--- config.mk ---
export PLATFORM = sky130hd
export DESIGN_NAME = bp_l15_return_router
export DESIGN_NICKNAME = d
export VERILOG_FILES = /design/src/rtl/bp_l15_return_router.sv
export SDC_FILE = /design/constraint.sdc
export NUM_CORES = 1
export LEC_CHECK = 0
export BUFFER_PORTS_ARGS = -buffer_cell sky130_fd_sc_hd__buf_2
export CORE_AREA = 5 5 113 115
export DETAILED_ROUTE_END_ITERATION = 16
export DIE_AREA = 0 0 118 120
export PLACE_DENSITY = 0.54
export SKIP_CTS_REPAIR_TIMING = 1
export SLEW_MARGIN = 10
export SYNTH_ARGS = -nofsm -noshare
export SYNTH_HDL_FRONTEND = slang
export SYNTH_SLANG_ARGS = --single-unit
--- constraint.sdc ---
create_clock -name clk_i -period 2.2 [get_ports clk_i]
set_clock_uncertainty 0.15 [all_clocks]
set_input_delay 0.44 -clock clk_i [delete_from_list [all_inputs] [get_ports clk_i]]
set_output_delay 0.44 -clock clk_i [all_outputs]
set_load 0.02 [all_outputs]
--- src/rtl/bp_l15_return_router.sv ---
// L1.5 return-path front end: forwards returns to the transducer and expands EVICT_REQ into
// per-way dcache tag invalidates. Optional BP_L15_RETURN_ROUTER_STATS_EN adds inval_cnt_o.
module bp_l15_return_router
  #(parameter int lce_sets_p     = 64
   ,parameter int lce_assoc_p    = 8
   ,parameter int block_offset_p = 6
   ,localparam int index_width_lp = $clog2(lce_sets_p)
   ,localparam int way_width_lp   = $clog2(lce_assoc_p)
   )
   (input  logic                      clk_i
   ,input  logic                      reset_i
   ,input  logic                      l15_transducer_val
   ,input  logic [3:0]                l15_transducer_returntype
   ,input  logic [63:0]               l15_transducer_data_0
   ,input  logic [63:0]               l15_transducer_data_1
   ,input  logic [11:0]               l15_transducer_inval_address_15_4
   ,input  logic                      l15_transducer_inval_dcache_inval
   ,input  logic                      l15_transducer_inval_dcache_all_way
   ,input  logic [1:0]                l15_transducer_inval_way
   ,output logic                      transducer_l15_req_ack
   ,output logic                      rtn_v_o
   ,output logic [3:0]                rtn_type_o
   ,output logic [63:0]               rtn_data_0_o
   ,output logic [63:0]               rtn_data_1_o
   ,input  logic                      rtn_ack_i
   ,output logic                      inval_v_o
   ,output logic [index_width_lp-1:0] inval_index_o
   ,output logic [way_width_lp-1:0]   inval_way_o
   ,input  logic                      inval_yumi_i
`ifdef BP_L15_RETURN_ROUTER_STATS_EN
   ,output logic [31:0]               inval_cnt_o
`endif
   ,output logic                      busy_o
   );

   localparam logic [3:0] evict_req_lp = 4'b0011;

   typedef enum logic [1:0] {e_idle, e_inval, e_ack} state_e;

   state_e state_reg, state_next;

   logic [index_width_lp-1:0] index_reg;
   logic                      all_way_reg;
   logic [way_width_lp-1:0]   way_cnt_reg;

   logic [15:0] inval_addr;
   logic        is_evict;
   logic        capture;
   logic        last_way;

   assign inval_addr = {l15_transducer_inval_address_15_4, 4'b0000};
   assign is_evict   = l15_transducer_val && (l15_transducer_returntype == evict_req_lp);
   assign capture    = (state_reg == e_idle) && is_evict && l15_transducer_inval_dcache_inval;
   assign last_way   = !all_way_reg || (way_cnt_reg == way_width_lp'(lce_assoc_p - 1));

   always_ff @(posedge clk_i or posedge reset_i) begin
      if (reset_i)
         state_reg <= e_idle;
      else
         state_reg <= state_next;
   end

   always_comb begin
      state_next = state_reg;
      case (state_reg)
         e_idle:  if (is_evict)
                     state_next = l15_transducer_inval_dcache_inval ? e_inval : e_ack;
         e_inval: if (inval_yumi_i && last_way)
                     state_next = e_ack;
         e_ack:   state_next = e_idle;
         default: state_next = e_idle;
      endcase
   end

   always_comb begin
      rtn_v_o                = (state_reg == e_idle) && l15_transducer_val && !is_evict;
      rtn_type_o             = l15_transducer_returntype;
      rtn_data_0_o           = l15_transducer_data_0;
      rtn_data_1_o           = l15_transducer_data_1;
      inval_v_o              = (state_reg == e_inval);
      inval_index_o          = index_reg;
      inval_way_o            = way_cnt_reg;
      transducer_l15_req_ack = (rtn_v_o && rtn_ack_i) || (state_reg == e_ack);
      busy_o                 = (state_reg != e_idle);
   end

   // Walk stops at the last way; the counter never wraps.
   always_ff @(posedge clk_i or posedge reset_i) begin
      if (reset_i) begin
         index_reg   <= '0;
         all_way_reg <= 1'b0;
         way_cnt_reg <= '0;
      end else if (capture) begin
         index_reg   <= inval_addr[block_offset_p +: index_width_lp];
         all_way_reg <= l15_transducer_inval_dcache_all_way;
         way_cnt_reg <= l15_transducer_inval_dcache_all_way
                        ? '0 : way_width_lp'(l15_transducer_inval_way);
      end else if ((state_reg == e_inval) && inval_yumi_i && !last_way) begin
         way_cnt_reg <= way_cnt_reg + 1'b1;
      end
   end

`ifdef BP_L15_RETURN_ROUTER_STATS_EN
   logic [31:0] inval_cnt_reg;

   always_ff @(posedge clk_i or posedge reset_i) begin
      if (reset_i)
         inval_cnt_reg <= '0;
      else if ((state_reg == e_ack) && (inval_cnt_reg != 32'hFFFF_FFFF))
         inval_cnt_reg <= inval_cnt_reg + 32'd1;
   end

   assign inval_cnt_o = inval_cnt_reg;
`endif

`ifndef SYNTHESIS
   // A held, unacknowledged return must not change under the router.
   a_return_stable: assert property (@(posedge clk_i) disable iff (reset_i)
      (l15_transducer_val && !transducer_l15_req_ack) |=>
         (!l15_transducer_val ||
          $stable({l15_transducer_returntype, l15_transducer_inval_address_15_4,
                   l15_transducer_inval_dcache_inval, l15_transducer_inval_dcache_all_way,
                   l15_transducer_inval_way})));

   a_yumi_needs_v: assert property (@(posedge clk_i) disable iff (reset_i)
      inval_yumi_i |-> inval_v_o);
`endif

endmodule

==> flow_summary.ini, run 1 <==
[outcome]
outcome = completed

[pwr]
p_sw_share_pct = 28.7
p_int_mw = 0.619
p_switching_mw = 0.250
p_comb_share_pct = 22.8
total_leakage_power_nw = 0.522
p_seq_share_pct = 33.1
clock_power_share_pct = 44.1
p_per_area_nw_per_um2 = 823
peakVddDrop_v = 0.000294
power_mw = 0.869

[critical_path]
path_class = reg -> out
path_max_fanout = 5
end_kind = output port
slowest_delay_ps = 420
cp_slowest_cell = dfrtp_1
path_cells = nor2_1 -> and3_1 -> buf_2
crit_path_start_kind = flip-flop
arrival_ps = 1290
required_ps = 1610

[drt]
drt_iter0_markers = 19
avgRoutedWirePerCell_um = 18.2
wirelength_um = 4300
antenna_left = 0
routed_via_density = 2.91
num_vias = 689
drc_errors = 0
drtPass1Iterations = 4

[die]
die_h_um = 120
initial_core_util_pct = 13.7
fp-row-count = 40
die_w_um = 118
ios = 298
coreArea_um2 = 11700
dieArea_um2 = 14200

[yosys]
syn_area_per_cell_um2 = 8.75
synth_cell_types = 22
synthCells = 184
syn_nets = 339
synth_area_leaders = buf_4 62%, dfrtp_1 19%, mux2_2 3.5%
synth_seq_area_share_pct = 18.6
ys.warnings.count = 0
synth_seq_cells = 12
synth.top_cell.area_share_pct = 61.5
syn_area_um2 = 1610
yosys.area.top_type = buf_4

[cts]
cts-root-buf = clkbuf_16
cts-htree-levels = 1
clock_latency_ps = 240
clock_path_buffers = 2
cts_buffers = 3
path_clk_slew_ps = 50
clkSinkCount = 12
cts_tree = yes

[finish]
area_growth_pct = -34.4
multi_input_area_um2 = 297
final_net_count = 246
largest_reg_flops = 6
drive_gt1_share_pct = 55.6
nFillCells = 1389
seq_area_um2 = 300
fin_area_um2 = 1060
final_common_cell = buf_2
final_cells = 237
n_antenna_cell = 0
layout_common_cells = 35 x buf_2, 12 x dfrtp_1, 5 x mux2_2, 5 x a21oi_1

[sta]
setup_ws_ps = 322
hold_violations = 0
clock.fmax_mhz = 532
rsz0062_at_grt = no
finalSetupTns_ps = 0
maxSlewViolCount = 0
min_period_ps = 1880
finalCritPeriodShare_pct = 85.4
tightestPinTransition_ps = 539
setup_viol = 0
slew_headroom_pct = 64.1

[placed_design]
dp_cells = 233
dpl_worst_slack_ps = 361
place_congestion = 0.619
port_buffers = 35
post_dp_cell_area_um2 = 967

[global_routing]
grt_pass1_vias = 751
grt_pass1_wl_um = 5800
grt_max_degree = 15
grtUsageTotal_pct = 5.74
overflow = 0
antenna_found_initial = 0

[job]
maxCapViolations = 0

[hold_path]
min_path_type = in -> async
## cells by family after synthesis
logic type                 after synthesis  share of synthesized area, %
DFF                                     12                          18.6
AOI/OAI and AO/OA                        7                          2.25
adders and majority gates                2                          1.55
xor gates and xnor gates                 1                         0.544
and+or+nand+nor                         18                          8.08
buffers and inverters                  136                          62.9
muxes                                    8                          5.98
## critical path, delay by kind of cell (launching register included)
| kind | cells | cell delay, ps |
|---|---|---|
| AND/OR/NAND/NOR | 2 | 470 |
| flip-flops | 1 | 420 |
| buffers and inverters | 1 | 160 |
## per-stage QoR
step                util (%)  hold slack [ps]
floorplan                  -              155
global placement        8.26              323
detailed placement      8.26              330
CTS                     9.02              102
global route            9.02              144
finish                  9.02             79.4
## path summary, 6_finish.rpt
kind,start,endpoint,slack (ps),cells past startpoint
worst max-delay path,state_reg[0]$_DFFE_PP0P_,rtn_v_o,320,3
worst min-delay path,reset_i,inval_index_o[0]$_DFFE_PP0P_,80,2
worst max register to register,inval_way_o[0]$_DFFE_PP0P_,inval_way_o[2]$_DFFE_PP0P_,490,5
worst min register to register,state_reg[1]$_DFFE_PP0P_,state_reg[1]$_DFFE_PP0P_,330,1
max in group asynchronous,reset_i,inval_index_o[4]$_DFFE_PP0P_,1460,2
min in group clk_i,l15_transducer_inval_address_15_4[2],inval_index_o[0]$_DFFE_PP0P_,280,2
## per-layer routing
layer	global-route usage (%)	up-vias	wire (um)
li1	-	257	-
met2	8.49	95	1930
met3	4.95	50	859
met4	5.38	0	340
met1	4.50	287	1170
met5	1.10	-	0
## power by group through the flow
stage	combinational, mW	sequential (mW)	clock (mW)
after CTS	0.204	0.289	0.396
after global placement	0.199	0.291	0
after global routing	0.219	0.295	0.404
final	0.198	0.288	0.383
after detailed placement	0.203	0.292	0
after floorplan	0.423	0.333	0
## cell usage after synthesis
cell type	count
mux2_2	5
and2b_2	1
mux2i_1	1
nand2b_1	1
buf_4	132
a31oi_1	1
nand4_4	1
dfrtp_1	12
nand2_1	4
and4bb_2	1
mux2_4	2
inv_1	3
nor2_1	4
nand3_1	3
xor2_1	1
o21ai_0	1
buf_6	1
nand4b_4	1
and2_1	1
ha_1	2
and3_1	1
a21oi_1	5
## layout make-up
class	count	area share [%]
clock buffers	4	8.41
inverters	3	1.07
multi-input cells	36	28.1
flip-flops and latches	12	28.4
well taps	147	17.4
repair buffers	35	16.6
Power figures use the tool's default switching activity.
==> run 2, diff against run 1 <==
clock period = 2.1 ns   (was 2.2 ns; I/O delays follow)
==> run 2 against run 1 <==
Effect of this change:
- sequential power grew 5%
- routed wire length hardly changed
- sequential cell count unchanged
- utilization unchanged
- global-route usage about the same
- design area unchanged
- via count up 1.9%
- highest routed layer is now met5
==> flow_summary.ini, run 2 (synthesized netlist as in run 1, its figures left out) <==
[finish]
n_antenna_cell = 0
nFillCells = 1395
drive_gt1_share_pct = 55.6
final_net_count = 246
fin_util_pct = 9.02
final_common_cell = buf_2
area_growth_pct = -34.4
final_cells = 237
largest_reg_flops = 6
layout_common_cells = 35 x buf_2, 12 x dfrtp_1, 5 x mux2_2, 5 x a21oi_1

[sta]
finalCritPeriodShare_pct = 88.7
finalSetupTns_ps = 0
clock.fmax_mhz = 537
slew_headroom_pct = 63.4
min_period_ps = 1860
hold_violations = 0
maxSlewViolCount = 0
rsz0062_at_grt = no
hold_ws_ps = 67.2
setup_viol = 0
tightestPinTransition_ps = 548

[global_routing]
antenna_found_initial = 1
grt_pass1_vias = 702
grt_max_degree = 15
grt_pass1_wl_um = 5780
grtUsageTotal_pct = 5.69
overflow = 0

[drt]
avgRoutedWirePerCell_um = 18.2
antenna_left = 0
wirelength_um = 4310
drtPass1Iterations = 3
routed_via_density = 2.96
num_vias = 702
drt_iter0_markers = 17
drc_errors = 0

[critical_path]
path_max_fanout = 5
arrival_ps = 1290
cpLargestDelayFamily = simple AND/OR/NAND/NOR gates
cp_slowest_cell = dfrtp_1
required_ps = 1530
crit_path_start_kind = flip-flop
slowest_delay_ps = 410
end_kind = output port
cp.buffers_inverters = 1
path_cells = nor2_1 -> and3_1 -> buf_2
path_class = reg -> out

[hold_path]
min_path_type = in -> async

[die]
initial_core_util_pct = 13.7
die_w_um = 118
dieArea_um2 = 14200
ios = 298
die_h_um = 120
coreArea_um2 = 11700
fp-row-count = 40

[placed_design]
dp_hpwl_um = 3820
dp_cells = 233
port_buffers = 35
place_congestion = 0.621

[outcome]
outcome = completed

[cts]
clock_path_buffers = 2
cts-htree-levels = 1
cts_buffers = 3
cts-root-buf = clkbuf_16
path_clk_slew_ps = 50
clock_latency_ps = 240
clkSinkCount = 12
cts_tree = yes

[job]
maxCapViolations = 0

[pwr]
total_leakage_power_nw = 0.522
peakVddDrop_v = 0.000360
p_per_area_nw_per_um2 = 865
-- run 2: cell counts in the layout (fill, tap and decap cells not counted) --
No cell type changed its count.
-- run 2: final cells by class --
cell class / instances / area (um2) / share of cell area [%]
flip-flops and latches: 12 / 300 / 28.4
multi-input cells: 36 / 297 / 28.1
well taps: 147 / 184 / 17.4
repair buffers: 35 / 175 / 16.6
clock buffers: 4 / 88.8 / 8.41
inverters: 3 / 11.3 / 1.07
-- run 2: metal layers --
layer / track usage (%) / wire (um)
met2: 8.56 / 1940
met4: 5.09 / 327
met5: 0 / 20
met3: 5.61 / 899
met1: 4.10 / 1120
-- run 2: path summary, 6_finish.rpt --
path,startpoint,end,slack [ps],cells past startpoint
worst max-delay path,state_reg[0]$_DFFE_PP0P_,rtn_v_o,240,3
worst min-delay path,reset_i,inval_index_o[0]$_DFFE_PP0P_,70,2
worst max register to register,inval_way_o[0]$_DFFE_PP0P_,inval_way_o[2]$_DFFE_PP0P_,370,5
worst min register to register,state_reg[1]$_DFFE_PP0P_,state_reg[1]$_DFFE_PP0P_,340,1
max in group asynchronous,reset_i,inval_index_o[5]$_DFFE_PP0P_,1370,2
min in group clk_i,l15_transducer_inval_address_15_4[3],inval_index_o[1]$_DFFE_PP0P_,260,2
-- run 2: through the flow --
step                      power [mW]  setup WS [ps]  instance area [um2]
after floorplan                0.791            373                 1610
after global placement         0.513            290                  967
after detailed placement       0.518            281                  967
after CTS                      0.933            219                 1060
after global routing           0.963            179                 1060
final                          0.914            238                 1060
-- run 2: worst register-to-register path, cell delays in order, from the launching register on --
cell and delay, ps:
dfrtp_1 400, ha_1 220, ha_1 210, nand4b_4 210, mux2_2 290, and2_1 150
-- run 2: power by group --
part / internal [mW] / leakage [nW] / total, mW / switching, mW
clock network: 0.289 / 0.0442 / 0.403 / 0.114
registers: 0.273 / 0.156 / 0.301 / 0.0282
logic: 0.0877 / 0.323 / 0.210 / 0.122
